`src/rtl/program_loader_pkg.sv`:
```
// Shared definitions for the program loader: FSM encoding, HALT word, word geometry.
package program_loader_pkg;

  typedef enum logic [2:0] {
    IDLE,
    RECEIVE,
    WRITE,
    CHECK,
    DONE
  } state_t;

  localparam int BYTES_PER_WORD = 4;
  localparam int WORD_BITS      = 8 * BYTES_PER_WORD;
  localparam logic [WORD_BITS-1:0] HALT_WORD = 32'hFFFF_FFFF;

endpackage

```
`src/rtl/program_loader_byte_assembler.sv`:
```
// Big-endian byte-to-word shift register with a 2-bit byte counter; word_ready marks the 4th byte.
module byte_assembler
  import program_loader_pkg::*;
#(
  parameter int DATA_BITS = WORD_BITS
) (
  input  logic                 clk,
  input  logic                 rst,
  input  logic                 clear,
  input  logic                 accept,
  input  logic [7:0]           data_byte,
  output logic [DATA_BITS-1:0] word,
  output logic                 word_ready
);

  logic [1:0] count;

  always_ff @(posedge clk or negedge rst) begin
    if (!rst) begin
      count <= '0;
      word  <= '0;
    end else if (clear) begin
      count <= '0;
      word  <= '0;
    end else if (accept) begin
      count <= count + 2'd1;
      word  <= {word[DATA_BITS-9:0], data_byte};
    end
  end

  assign word_ready = accept && (count == 2'(BYTES_PER_WORD - 1));

endmodule

```
`src/rtl/program_loader.sv`:
```
// Program loader: assembles received bytes into words and writes them to instruction memory.
// Optional trailing checksum byte check is built when LOADER_CHECKSUM_EN is defined.
module program_loader
  import program_loader_pkg::*;
#(
  parameter int ADDRESS_BITS = 8,
  parameter int DATA_BITS    = 32
) (
  input  logic                    clk,
  input  logic                    rst,
  input  logic                    i_start,
  input  logic                    i_byte_valid,
  input  logic [7:0]              i_byte,
  output logic                    o_write_enable,
  output logic [ADDRESS_BITS-1:0] o_address,
  output logic [DATA_BITS-1:0]    o_data,
  output logic                    o_busy,
  output logic                    o_done,
  output logic                    o_pipeline_enable,
  output logic                    o_checksum_err
);

  state_t                  state, state_next;
  logic [ADDRESS_BITS-1:0] address;
  logic [DATA_BITS-1:0]    word;
  logic                    word_ready;
  logic                    accept;
  logic                    last_word;

  // Either a HALT word or the top address ends the load; the address never wraps.
  assign last_word = (word == HALT_WORD) || (address == '1);

  // A byte arriving in a non-final WRITE cycle is the first byte of the next word.
  always_comb begin
    accept = 1'b0;
    if (i_byte_valid && !i_start)
      accept = (state == RECEIVE) || ((state == WRITE) && !last_word);
  end

  byte_assembler #(.DATA_BITS(DATA_BITS)) u_assembler (
    .clk        (clk),
    .rst        (rst),
    .clear      (i_start),
    .accept     (accept),
    .data_byte  (i_byte),
    .word       (word),
    .word_ready (word_ready)
  );

  always_ff @(posedge clk or negedge rst) begin
    if (!rst) state <= IDLE;
    else      state <= state_next;
  end

  always_comb begin
    state_next        = state;
    o_write_enable    = 1'b0;
    o_busy            = 1'b0;
    o_done            = 1'b0;
    o_pipeline_enable = 1'b0;
    if (i_start) begin
      state_next = RECEIVE;
    end else begin
      case (state)
        IDLE:    ;
        RECEIVE: if (word_ready) state_next = WRITE;
        WRITE: begin
          if (!last_word) state_next = RECEIVE;
`ifdef LOADER_CHECKSUM_EN
          else            state_next = CHECK;
`else
          else            state_next = DONE;
`endif
        end
`ifdef LOADER_CHECKSUM_EN
        CHECK:   if (i_byte_valid) state_next = DONE;
`endif
        DONE:    ;
        default: state_next = IDLE;
      endcase
    end
    case (state)
      RECEIVE: o_busy = 1'b1;
      WRITE: begin
        o_busy         = 1'b1;
        o_write_enable = !i_start;
      end
      CHECK:   o_busy = 1'b1;
      DONE: begin
        o_done            = 1'b1;
        o_pipeline_enable = 1'b1;
      end
      default: ;
    endcase
  end

  always_ff @(posedge clk or negedge rst) begin
    if (!rst)                           address <= '0;
    else if (i_start)                   address <= '0;
    else if (state == WRITE && !last_word) address <= address + ADDRESS_BITS'(1);
  end

  assign o_address = address;
  assign o_data    = o_write_enable ? word : '0;

`ifdef LOADER_CHECKSUM_EN
  logic [7:0] checksum;
  logic       checksum_err;

  always_ff @(posedge clk or negedge rst) begin
    if (!rst) begin
      checksum     <= '0;
      checksum_err <= 1'b0;
    end else if (i_start) begin
      checksum     <= '0;
      checksum_err <= 1'b0;
    end else begin
      if (accept) checksum <= checksum ^ i_byte;
      if (state == CHECK && i_byte_valid) checksum_err <= (i_byte != checksum);
    end
  end

  assign o_checksum_err = checksum_err;
`else
  assign o_checksum_err = 1'b0;
`endif

endmodule
```
`config.mk`:
```
export PLATFORM = sky130hd
export DESIGN_NAME = program_loader
export DESIGN_NICKNAME = d
export VERILOG_FILES = /design/src/rtl/program_loader_pkg.sv /design/src/rtl/program_loader_byte_assembler.sv /design/src/rtl/program_loader.sv
export SDC_FILE = /design/constraint.sdc
export NUM_CORES = 1
export LEC_CHECK = 0
export ABC_CLOCK_PERIOD_IN_PS = 2100
export CAP_MARGIN = 20
export CORE_MARGIN = 3
export CORE_UTILIZATION = 46
export DETAILED_ROUTE_END_ITERATION = 10
export GPL_TIMING_DRIVEN = 1
export MAX_ROUTING_LAYER = met4
export PLACE_DENSITY_LB_ADDON = 0.2
export SETUP_SLACK_MARGIN = 0.1
export SLEW_MARGIN = 20
export SYNTH_ARGS = -nofsm -noshare
export SYNTH_HDL_FRONTEND = slang
export SYNTH_SLANG_ARGS = --single-unit
```
`constraint.sdc`:
```
create_clock -name clk -period 2.1 [get_ports clk]
set_input_delay 0.42 -clock clk [delete_from_list [all_inputs] [get_ports clk]]
set_output_delay 0.42 -clock clk [all_outputs]
set_load 0.01 [all_outputs]
```
; ---- Word level (Yosys, flattened, before mapping)
; Index checks and enable logic that the tools add are counted.
[totals]
romBits = 0
ramBits = 0
latch_bits = 0
register_bits = 45
mem_count = 0
word_cells = 43
[classes]
div = 0
n_reduce_logical = 13
addsub = 2
bitwise = 0
muxes = 15
order_cmp = 0
n_mul = 0
n_shift = 0
eq_ne = 9
[op_table]
columns = operator, n
row1 = $mux W32, 3
row2 = $eq A32 B32 Y1 const B, 1
row3 = $mux W8, 2
row4 = $mux W3, 3
row5 = $pmux W3 S3, 1
row6 = $add A8 B1 Y8 const B, 1
row7 = $eq A8 B8 Y1 const B, 1
row8 = $eq A3 B2 Y1 const B, 2
row9 = $mux W1, 4
row10 = $mux W2, 2
row11 = $reduce_bool A2 Y1, 2
row12 = $eq A3 B1 Y1 const B, 1
row13 = $eq A3 B3 Y1 const B, 1
row14 = $logic_and A1 B1 Y1, 3
row15 = $logic_not A3 Y1, 1
row16 = $ne A3 B2 Y1 const B, 1
row17 = $reduce_or A3 Y1, 1
row18 = $add A2 B1 Y2 const B, 1
row19 = $eq A2 B2 Y1 const B, 1
row20 = $logic_not A1 Y1, 2
row21 = $logic_or A1 B1 Y1, 2
row22 = $ne A2 B1 Y1 const B, 1
row23 = $reduce_and A2 Y1, 1
row24 = $reduce_or A2 Y1, 1

; ---- Depth between registers and ports, before layout
; Gate-level depths: netlist (run 1).
[logic_depth]
ltp_word = 10
mapped_depth = 7
depth_no_buf = 6

; ---- By module
; A second synthesis (run 1) with hierarchy kept.
[hier_totals]
cells_unflattened = 224
area_unflattened_um2 = 2344.7
[modules_own_cells]
columns = module, seq_area_each_um2, cells_per_inst, area_each_um2, instances
row1 = byte_assembler, 850.8, 112, 1427.6, 1
row2 = program_loader, 275.3, 112, 917.1, 1

; ---- Least setup slack after synthesis (run 1)
; OpenSTA, ideal clock, no wires.
[synth_path]
path_type = register -> register
start = reg u_assembler.word[5]
end = reg u_assembler.word[10]
period_less_slack_ns = 2.027
setup_ns = 0.125
path_stages_with_launch = 7
path_slack_ns = 0.073
arrival_time_ns = 1.902
path_cell_list = dfrtp_1 > nand4_1 > nor4_4 > a21oi_2 > a31oi_4 > buf_12 > mux2_4
[synth_between]
elab_chain_len = 7
[synth_lines]
columns = item, line
row1 = from (decl), program_loader_byte_assembler.sv:12  ; output logic [DATA_BITS-1:0] word,
row2 = from (signal assigned), program_loader_byte_assembler.sv:27  ; word <= {word[DATA_BITS-9:0], data_byte};
row3 = $eq A32 B32 Y1, program_loader.sv:31  ; assign last_word = (word == HALT_WORD) || (address == '1);
row4 = $logic_or A1 B1 Y1, program_loader.sv:31
row5 = $logic_not A1 Y1, program_loader.sv:37  ; accept = (state == RECEIVE) || ((state == WRITE) && !last_word);
row6 = $logic_and A1 B1 Y1, program_loader.sv:37
row7 = $logic_or A1 B1 Y1, program_loader.sv:37
row8 = $mux W1, program_loader.sv:36  ; if (i_byte_valid && !i_start)
row9 = $reduce_bool A2 Y1 (no line), n/a
; Every way passes these cells.
; A chain may end at the register's enable or synchronous reset.

; ---- Worst setup path after layout (run 1)
[layout_path]
start = reg state[1]
end = reg u_assembler.word[29]
[layout_between]
elab_chain_len = 5
word_cells_on_any_way = 6
cone_classes = eq/ne (2) / mux (1) / reduce/logical (3)
[layout_lines]
columns = item, line
row1 = from (decl), program_loader.sv:23  ; state_t state, state_next;
row2 = from (signal assigned), program_loader.sv:52  ; else state <= state_next;
row3 = $eq A3 B2 Y1, program_loader.sv:37
row4 = $logic_and A1 B1 Y1, program_loader.sv:37
row5 = $logic_or A1 B1 Y1 *, program_loader.sv:37
row6 = $mux W1 *, program_loader.sv:36
row7 = $reduce_bool A2 Y1 (no line) *, n/a
; Every way passes the cells marked *; elsewhere a longest branch is shown, timed or not.

==> impl_metrics.tcl, run 1 <==
set metrics [dict create \
    outcome "finished, final reports clean" \
    synth_area_leaders "dfrtp_1, mux2_4, and2_1, nor2b_1, xnor2_1" \
    final_max_slew_viol_count 0 \
    arrival_ns 2.23 \
    drive_gt1_share_pct 45.54 \
    syn-num-nets 235 \
    multiInputGateArea_um2 1416 \
    cp-start-kind "flip-flop" \
    synth_top_area_share_pct 43.71 \
    worst_pin_slew_ns 0.5791 \
    grt_pass1_vias 1838 \
    synth_cell_types 29 \
    clk_pin_slew_worst_paths_ns 0.09 \
    fmax_mhz 493.0 \
    routedWlPerCell_um 16.26 \
    initial_core_util_pct 48.88 \
    synth-xor-area-share_pct 2.380 \
    die_w_um 80.84 \
    avgViaCountPerCell 5.161 \
    placed_cells 350 \
    crit_path_end_kind "flip-flop" \
    total_power_mw 1.711 \
    vias 1925 \
    synth_compound_area_share_pct 3.837 \
    final_util_pct 68.85 \
    antenna_found_initial 0 \
    synth_warnings 0 \
    fin_crit_ns 2.028 \
    synth_top_flop_cell "dfrtp_1" \
    grt_start_max_net_pins 46 \
    rr_worst_depth 9 \
    die_area_um2 6534 \
    numCtsBuffers 5 \
    num_rows 26 \
    htreeDepth 2 \
    wl_mm 6.065 \
    p_leak_nw 1.777 \
    ys_ff_latch 45 \
    ant_nets 0 \
    synth_edf_count 0 \
    worst_slack_ns 0.07176 \
    grt_pass1_wl_mm 9.425 \
    finClkSkew_ns 0.006780 \
    diodes 0 \
    rsz0062_at_grt "yes" \
    core_um2 5270 \
    fin_cells 373 \
    final-hold-violation-count 0 \
    clk_latency_ns 0.31 \
    nNetsFinal 316 \
    first_pass_iters 4 \
    seq_area_frac_synth_pct 43.71 \
    fin_tns_setup_ns 0 \
    period_share_pct 96.58 \
    yosys-mux-area-fraction_pct 19.43 \
    cts_buffer_depth 2 \
    grt_overflow 0 \
    cts_tree "done" \
    place_ws_ns -0.3672 \
    hp-class "in2async" \
    syn_to_final_growth_pct 40.85 \
    power_density_nw_per_um2 471.5 \
    holdWs_ns 0.1839 \
    drt_drc_violations_left 0 \
    syn_avg_cell_area_um2 11.66 \
    dp_hpwl_mm 3.544 \
    drtIter0Drc 130 \
    synth.most_common_cell "dfrtp_1" \
    grt.total_usage_pct 19.15 \
    fill_cells 414 \
    finalSetupViolCount 0 \
    worstSetupPathType "reg2reg" \
    syn-cell-area_um2 2576 \
    critPathMaxFanout 11 \
    maxCapViolations 0 \
    crit_required_ns 2.30 \
    dpl-instance-area_um2 3263 \
    yosys-top-cells-count "dfrtp_1, and2_1, nor2b_1" \
    gp_congestion 0.8386 \
    synthArstFlopShare_pct 100.0 \
    maxSlewHeadroom_pct 61.39 \
    io_buffers 55 \
    hold_buffers 0 \
    ir_drop_mv 0.3098 \
    clock-sinks 45 \
    fin_area_um2 3628 \
    seq_area_um2 1129 \
    yosys.area.top_type "dfrtp_1" \
    yosys.area_share.adder_pct 0.9713 \
    die_h_um 80.84 \
    ios 57 \
    synth_top_family_by_area "simple AND/OR/NAND/NOR gates" \
    netlist_instances 221 \
    clk_root_buffer_cell "clkbuf_8" \
    synth-simple-area-share_pct 25.30 \
]
==> cell families after synthesis <==
group | count (synthesis)
AOI/OAI and AO/OA | 12
other | 1
buffers and inverters | 14
DFF | 45
muxes | 35
xor gates and xnor gates | 7
and+or+nand+nor | 105
adders and majority gates | 2
==> layer usage <==
layer | up-vias | routed length, um | global-route usage, %
met4 | 0 | 62 | 3.547
met5 | - | 0 | -
met2 | 51 | 2908 | 28.16
li1 | 909 | - | -
met1 | 957 | 2821 | 27.67
met3 | 8 | 273 | 3.880
==> power breakdown <==
part	internal, mW	switching, mW
clock	0.230	0.320
sequential	0.903	0.0332
combinational	0.130	0.0948
==> final cells by class <==
class | instances | area share (%)
well taps | 70 | 2.414
inverters | 1 | 0.1034
clock inverters | 3 | 0.4828
flip-flops and latches | 45 | 31.10
repair buffers | 87 | 24.97
clock buffers | 5 | 1.897
multi-input cells | 162 | 39.03
==> placed cells by master (no fill, tap or decap), types with 2 or more instances in the layout <==
cell type	count
nand4_1	9
nand2_1	3
mux2_4	29
nor2b_1	33
buf_6	27
dlygate4sd2_1	3
and2_1	10
clkbuf_8	5
mux2_2	4
buf_2	9
buf_4	22
nand3_1	4
nand2b_1	2
nor2_1	12
a211oi_1	3
nor4_4	2
a21oi_1	2
dfrtp_1	43
ha_1	2
clkinv_2	2
clkdlybuf4s50_1	18
a2111oi_0	2
buf_12	2
buf_16	3
xnor2_1	7
dfrtp_2	2
and2_4	24
mux2i_1	2
nor3b_1	3
clkbuf_16	2
==> worst paths after layout <==
| kind | from | end | slack [ns] |
|---|---|---|---|
| min in group clk | u_assembler.count[0]$_DFFE_PN0P_ | u_assembler.count[0]$_DFFE_PN0P_ | 0.50 |
| hold / removal | rst | u_assembler.word[29]$_DFFE_PN0P_ | 0.18 |
| setup / recovery | state[1]$_DFFE_PN0P_ | u_assembler.word[29]$_DFFE_PN0P_ | 0.07 |
| hold reg to reg | u_assembler.count[0]$_DFFE_PN0P_ | u_assembler.count[0]$_DFFE_PN0P_ | 0.50 |
| setup reg to reg | state[1]$_DFFE_PN0P_ | u_assembler.word[29]$_DFFE_PN0P_ | 0.07 |
| max in group asynchronous | rst | state[1]$_DFFE_PN0P_ | 1.50 |
==> flip-flops by register name, indices dropped and copies added (netlist names) <==
name               count
state                  3
u_assembler.word      32
u_assembler.count      2
o_address              8
==> repair_timing <==
| action | 4_1_cts | 5_1_grt |
|---|---|---|
| cloned | 3 | 2 |
| setup endpoints to repair | 50 | 68 |
| pin swaps | 7 | 6 |
| buffers inserted | 3 | 7 |
| resized for setup | 163 | 28 |
==> worst max-delay path, stage by stage (launching register included) <==
cell,delay (ns)
dfrtp_2,0.45
nand2b_4,0.09
nor3_4,0.04
buf_6,0.13
buf_16,0.13
buf_4,0.13
buf_4,0.13
a31oi_4,0.26
buf_6,0.23
mux2_4,0.32
Note: power is estimated with default switching activity, not from simulation.
==> inputs of run 2 (changes only) <==
--- a/config.mk
+++ b/config.mk
@@ -5,10 +5,10 @@
 export SDC_FILE = /design/constraint.sdc
 export NUM_CORES = 1
 export LEC_CHECK = 0
-export ABC_CLOCK_PERIOD_IN_PS = 2100
+export ABC_CLOCK_PERIOD_IN_PS = 2440
 export CAP_MARGIN = 20
 export CORE_MARGIN = 3
-export CORE_UTILIZATION = 46
+export CORE_UTILIZATION = 48
 export DETAILED_ROUTE_END_ITERATION = 10
 export GPL_TIMING_DRIVEN = 1
 export MAX_ROUTING_LAYER = met4
==> constraint.sdc (replaced) <==
create_clock -name clk -period 2.44 [get_ports clk]
set_input_delay 0.488 -clock clk [delete_from_list [all_inputs] [get_ports clk]]
set_output_delay 0.488 -clock clk [all_outputs]
set_load 0.01 [all_outputs]
==> impl_metrics.tcl, run 2 (synthesis gave the netlist of run 1 again) <==
set metrics [dict create \
    period_share_pct 93.83 \
    maxCapViolations 0 \
    arrival_ns 1.80 \
    antenna_found_initial 0 \
    swShare_pct 24.90 \
    htreeDepth 2 \
    avgViaCountPerCell 5.006 \
    ir_drop_mv 0.2842 \
    numCtsBuffers 5 \
    core_um2 5140 \
    rr_worst_depth 6 \
    p_int_mw 1.061 \
    drt_drc_violations_left 0 \
    clk_root_buffer_cell "clkbuf_8" \
    r2r-end "u_assembler.word[3]$_DFFE_PN0P_" \
    clk_pin_slew_worst_paths_ns 0.08 \
    critPathLaunch "i_start" \
    fin_crit_ns 2.289 \
    critPathMaxFanout 17 \
    cp-start-kind "input pin" \
    ant_nets 0 \
    routedWlPerCell_um 14.93 \
    power.net_switching_uw 351.8 \
    maxSlewHeadroom_pct 62.75 \
    worstSetupPathType "in2out" \
    drtIter0Drc 87 \
    syn_to_final_growth_pct 27.73 \
    fin_area_um2 3291 \
    first_pass_iters 4 \
    hold_buffers 0 \
    crit_required_ns 1.95 \
    num_rows 26 \
    fin_cells 351 \
    rsz0062_at_grt "yes" \
    placed_cells 339 \
    seqPwrFrac_pct 57.3 \
    nNetsFinal 294 \
    final-hold-violation-count 0 \
    outcome "finished, final reports clean" \
    initial_core_util_pct 50.12 \
    die_area_um2 6282 \
    dp_hpwl_mm 3.375 \
    grt_start_max_net_pins 46 \
    comb_power_share_pct 10.8 \
    finalSetupViolCount 0 \
    fill_cells 455 \
    cts_buffer_depth 2 \
    dpl-instance-area_um2 3174 \
    r2r_slack_ns 0.37 \
    power_density_nw_per_um2 429.3 \
    r2r-start "u_assembler.word[30]$_DFFE_PN0P_" \
    clock-sinks 45 \
    final_max_slew_viol_count 0 \
    gp_congestion 0.7809 \
    grt_pass1_vias 1775 \
    final_common_cell "dfrtp_1" \
    grt.total_usage_pct 18.64 \
    p_leak_nw 1.627 \
    clk_latency_ns 0.30 \
    drive_gt1_share_pct 21.00 \
    power_frac_clock_pct 31.9 \
    die_h_um 79.26 \
    fmax_mhz 436.8 \
    regMostFlops "u_assembler.word" \
    finClkSkew_ns 0.006800 \
    grt_pass1_wl_mm 8.797 \
    ios 57 \
    worst_pin_slew_ns 0.5446 \
    grt_overflow 0 \
    cts_tree "done" \
    io_buffers 55 \
    final_cell_mix "dfrtp_1, and2_1, nor2b_1, mux2_4, dlygate4sd2_1" \
    wl_mm 5.241 \
    hp-class "in2async" \
    diodes 0 \
    die_w_um 79.26 \
    largest_reg_flops 32 \
    crit_path_end_kind "output pin" \
    crit_path_end "o_data[0]" \
    vias 1757 \
]
## run 2: per-stage QoR
step	hold WS (ns)	worst slack [ns]	utilization [%]	power, mW	TNS, ns
5_1_grt	0.3014	0.07280	64.02	1.480	0
2_1_floorplan	0.1924	0.3988	-	0.9276	0
3_3_place_gp	0.4685	-0.1571	61.76	0.9738	-6.454
3_5_place_dp	0.5012	-0.1556	61.76	0.9766	-6.141
4_1_cts	0.2781	0.1556	63.88	1.439	0
6_report	0.2627	0.1507	64.02	1.413	0
## run 2: worst min-delay path by stage
| stage | end | slack, ns | startpoint | depth (start not counted) |
|---|---|---|---|---|
| after global placement | u_assembler.count[0]$_DFFE_PN0P_ | 0.47 | u_assembler.count[0]$_DFFE_PN0P_ | 1 |
| after global routing | u_assembler.word[28]$_DFFE_PN0P_ | 0.30 | rst | 2 |
| after CTS | o_address[6]$_DFFE_PN0P_ | 0.28 | rst | 2 |
| after detailed placement | u_assembler.count[0]$_DFFE_PN0P_ | 0.50 | u_assembler.count[0]$_DFFE_PN0P_ | 1 |
| after floorplan | o_address[0]$_DFFE_PN0P_ | 0.19 | rst | 0 |
| final | state[0]$_DFFE_PN0P_ | 0.26 | rst | 2 |
## run 2: layout make-up
cell class | count | area, um^2 | area share [%]
multi-input cells | 162 | 1355 | 41.18
well taps | 70 | 87.58 | 2.662
clock buffers | 5 | 68.82 | 2.091
flip-flops and latches | 45 | 1126 | 34.22
repair buffers | 65 | 631.9 | 19.20
inverters | 1 | 3.754 | 0.1141
clock inverters | 3 | 17.52 | 0.5323
## run 2: critical path, stage by stage
cell and delay (ns):
clkdlybuf4s50_1 0.46, nor3_4 0.17, buf_4 0.15, buf_12 0.13, and2_1 0.13, dlygate4sd2_1 0.26
## run 2: power groups by stage
stage | Sequential [mW] | Combinational (mW) | Clock (mW)
after CTS | 0.809 | 0.155 | 0.475
after global placement | 0.823 | 0.151 | 0
after detailed placement | 0.823 | 0.153 | 0
after floorplan | 0.811 | 0.116 | 0
after global routing | 0.815 | 0.167 | 0.498
final | 0.810 | 0.152 | 0.451
## run 2: metal layers
layer / vias up / track usage, % / wire, um
met5: - / - / 0
met4: 0 / 6.186 / 52
met3: 4 / 3.741 / 180
met2: 37 / 28.45 / 2458
met1: 849 / 25.02 / 2550
li1: 867 / - / -
## run 2: timing repair
item                       in CTS  in global routing
gates cloned                    1                  0
setup endpoints to repair      33                 23
pin swaps                       1                  0
gates resized for setup        36                  9
buffers inserted                3                  0
==> inputs of run 3 (changes only) <==
--- a/config.mk
+++ b/config.mk
@@ -5,12 +5,13 @@
 export SDC_FILE = /design/constraint.sdc
 export NUM_CORES = 1
 export LEC_CHECK = 0
-export ABC_CLOCK_PERIOD_IN_PS = 2440
+export ABC_CLOCK_PERIOD_IN_PS = 2530
 export CAP_MARGIN = 20
 export CORE_MARGIN = 3
 export CORE_UTILIZATION = 48
 export DETAILED_ROUTE_END_ITERATION = 10
 export GPL_TIMING_DRIVEN = 1
+export HOLD_SLACK_MARGIN = 0.15
 export MAX_ROUTING_LAYER = met4
 export PLACE_DENSITY_LB_ADDON = 0.2
 export SETUP_SLACK_MARGIN = 0.1
@@ -18,3 +19,4 @@
 export SYNTH_ARGS = -nofsm -noshare
 export SYNTH_HDL_FRONTEND = slang
 export SYNTH_SLANG_ARGS = --single-unit
+export TNS_END_PERCENT = 5
==> constraint.sdc (replaced) <==
create_clock -name clk -period 2.53 [get_ports clk]
set_input_delay 0.506 -clock clk [delete_from_list [all_inputs] [get_ports clk]]
set_output_delay 0.506 -clock clk [all_outputs]
set_load 0.01 [all_outputs]
==> impl_metrics.tcl, run 3 (synthesis gave the netlist of run 1 again) <==
set metrics [dict create \
    cts_buffer_depth 2 \
    avgViaCountPerCell 5.011 \
    core_um2 5140 \
    final_cell_mix "dfrtp_1, and2_1, dlygate4sd2_1, nor2b_1, mux2_4" \
    drt_drc_violations_left 0 \
    grt_start_max_net_pins 46 \
    fin_area_um2 3322 \
    grt.total_usage_pct 18.64 \
    grt_pass1_wl_mm 8.907 \
    fin_tns_setup_ns 0 \
    wl_mm 5.233 \
    regMostFlops "u_assembler.word" \
    largest_reg_flops 32 \
    cts_tree "done" \
    clk_pin_slew_worst_paths_ns 0.08 \
    r2r_slack_ns 0.52 \
    swShare_pct 23.14 \
    htreeDepth 2 \
    die_w_um 79.26 \
    seq_area_um2 1126 \
    crit_path_end "o_data[0]" \
    fin_cells 355 \
    arrival_ns 1.75 \
    ios 57 \
    vias 1779 \
    ant_nets 0 \
    fill_cells 465 \
    comb_power_share_pct 10.8 \
    diodes 0 \
    finClkSkew_ns 0.006919 \
    io_buffers 55 \
    final-hold-violation-count 0 \
    final_max_slew_viol_count 0 \
    critPathMaxFanout 17 \
    placed_cells 342 \
    power.net_switching_uw 326.1 \
    p_leak_nw 1.681 \
    power_frac_clock_pct 33.8 \
    hp-class "reg2reg" \
    numCtsBuffers 5 \
    die_h_um 79.26 \
    rsz0062_at_grt "no" \
    first_pass_iters 4 \
    critPathLaunch "state[2]$_DFFE_PN0P_" \
    total_power_mw 1.409 \
    drtIter0Drc 46 \
    clk_latency_ns 0.29 \
    grt_overflow 0 \
    seqPwrFrac_pct 55.4 \
    gp_congestion 0.7615 \
    die_area_um2 6282 \
    nNetsFinal 298 \
    p_int_mw 1.083 \
    outcome "finished, final reports clean" \
    dp_hpwl_mm 3.534 \
    multiInputGateArea_um2 1348 \
    r2r-start "u_assembler.word[30]$_DFFE_PN0P_" \
    finalSetupViolCount 0 \
    fin_crit_ns 2.260 \
    final_common_cell "dfrtp_1" \
    grt_pass1_vias 1830 \
    dpl-instance-area_um2 3197 \
    clock-sinks 45 \
    rr_worst_depth 6 \
    worstSetupPathType "reg2out" \
    routedWlPerCell_um 14.74 \
    ir_drop_mv 0.3302 \
    r2r-end "u_assembler.word[1]$_DFFE_PN0P_" \
    worst_pin_slew_ns 0.5270 \
    period_share_pct 89.35 \
    drive_gt1_share_pct 21.05 \
    cp-start-kind "flip-flop" \
    crit_path_end_kind "output pin" \
    clk_root_buffer_cell "clkbuf_8" \
    crit_required_ns 2.02 \
    power_density_nw_per_um2 424.2 \
    maxSlewHeadroom_pct 63.96 \
    fmax_mhz 442.4 \
    initial_core_util_pct 50.12 \
    syn_to_final_growth_pct 28.95 \
    num_rows 26 \
    maxCapViolations 0 \
    antenna_found_initial 0 \
]
-- run 3: cell types whose count changed in the layout (fill, tap and decap cells not counted) --
cell / change
nand2b_4: -1
clkinvlp_4: -1
clkinv_2: -1
clkbuf_8: +2
dlygate4sd2_1: +8
clkdlybuf4s50_1: -1
buf_6: -1
nand2b_1: +1
clkbuf_2: -1
clkdlybuf4s15_1: -6
dlygate4sd3_1: +1
buf_4: +4
-- run 3: routing by layer --
| metal | track usage, % | share of wire (%) | wire length [um] | vias to the layer above |
|---|---|---|---|---|
| met2 | 29.12 | 46 | 2428 | 41 |
| met5 | - | 0 | 0 | - |
| met4 | 3.608 | 0.40 | 21 | 0 |
| met1 | 25.53 | 50 | 2594 | 861 |
| met3 | 3.741 | 3.6 | 189 | 2 |
| li1 | - | - | - | 875 |
-- run 3: final cells by class --
| cell class | count | area share (%) |
|---|---|---|
| clock buffer | 7 | 2.900 |
| clock inverter | 1 | 0.1507 |
| inverter | 1 | 0.1130 |
| multi-input combinational | 162 | 40.56 |
| sequential | 45 | 33.90 |
| tap | 70 | 2.637 |
| timing repair buffer | 69 | 19.74 |
-- run 3: through the flow --
step	setup WS [ns]	hold slack [ns]	util [%]
final	0.2695	0.5001	64.63
after global routing	0.1442	0.5205	64.63
after CTS	0.2467	0.4982	64.63
after detailed placement	-0.1186	0.4426	62.20
after global placement	-0.1002	0.4402	62.20
after floorplan	0.4528	0.2104	-
-- run 3: worst min-delay path by stage --
stage | start | slack (ns) | endpoint | cells after the start
2_1_floorplan | rst | 0.21 | o_address[0]$_DFFE_PN0P_ | 0
4_1_cts | u_assembler.count[0]$_DFFE_PN0P_ | 0.50 | u_assembler.count[0]$_DFFE_PN0P_ | 1
3_3_place_gp | rst | 0.44 | state[2]$_DFFE_PN0P_ | 1
3_5_place_dp | rst | 0.44 | state[2]$_DFFE_PN0P_ | 1
5_1_grt | u_assembler.count[0]$_DFFE_PN0P_ | 0.52 | u_assembler.count[0]$_DFFE_PN0P_ | 1
6_report | u_assembler.count[0]$_DFFE_PN0P_ | 0.50 | u_assembler.count[0]$_DFFE_PN0P_ | 1
-- run 3: power by group through the flow --
stage / Sequential [mW] / Clock [mW] / Combinational [mW]
finish: 0.781 / 0.476 / 0.152
global route: 0.786 / 0.519 / 0.165
CTS: 0.781 / 0.489 / 0.154
detailed placement: 0.794 / 0 / 0.153
global placement: 0.794 / 0 / 0.150
floorplan: 0.782 / 0 / 0.112
-- run 3: timing repair --
| item | in CTS | in global routing |
|---|---|---|
| hold buffers | 1 | 0 |
| endpoints found under the hold margin | 15 | 0 |
| gates resized for setup | 36 | 0 |
| setup buffers | 3 | 0 |
| endpoints found under the setup margin | 33 | 0 |
-- run 3: critical path, cell delays in order (launching register included) --
cell and delay [ns]:
dfrtp_1 0.38, nand2b_1 0.19, nor3_4 0.20, buf_4 0.16, buf_16 0.14, and2_1 0.12
dlygate4sd2_1 0.26
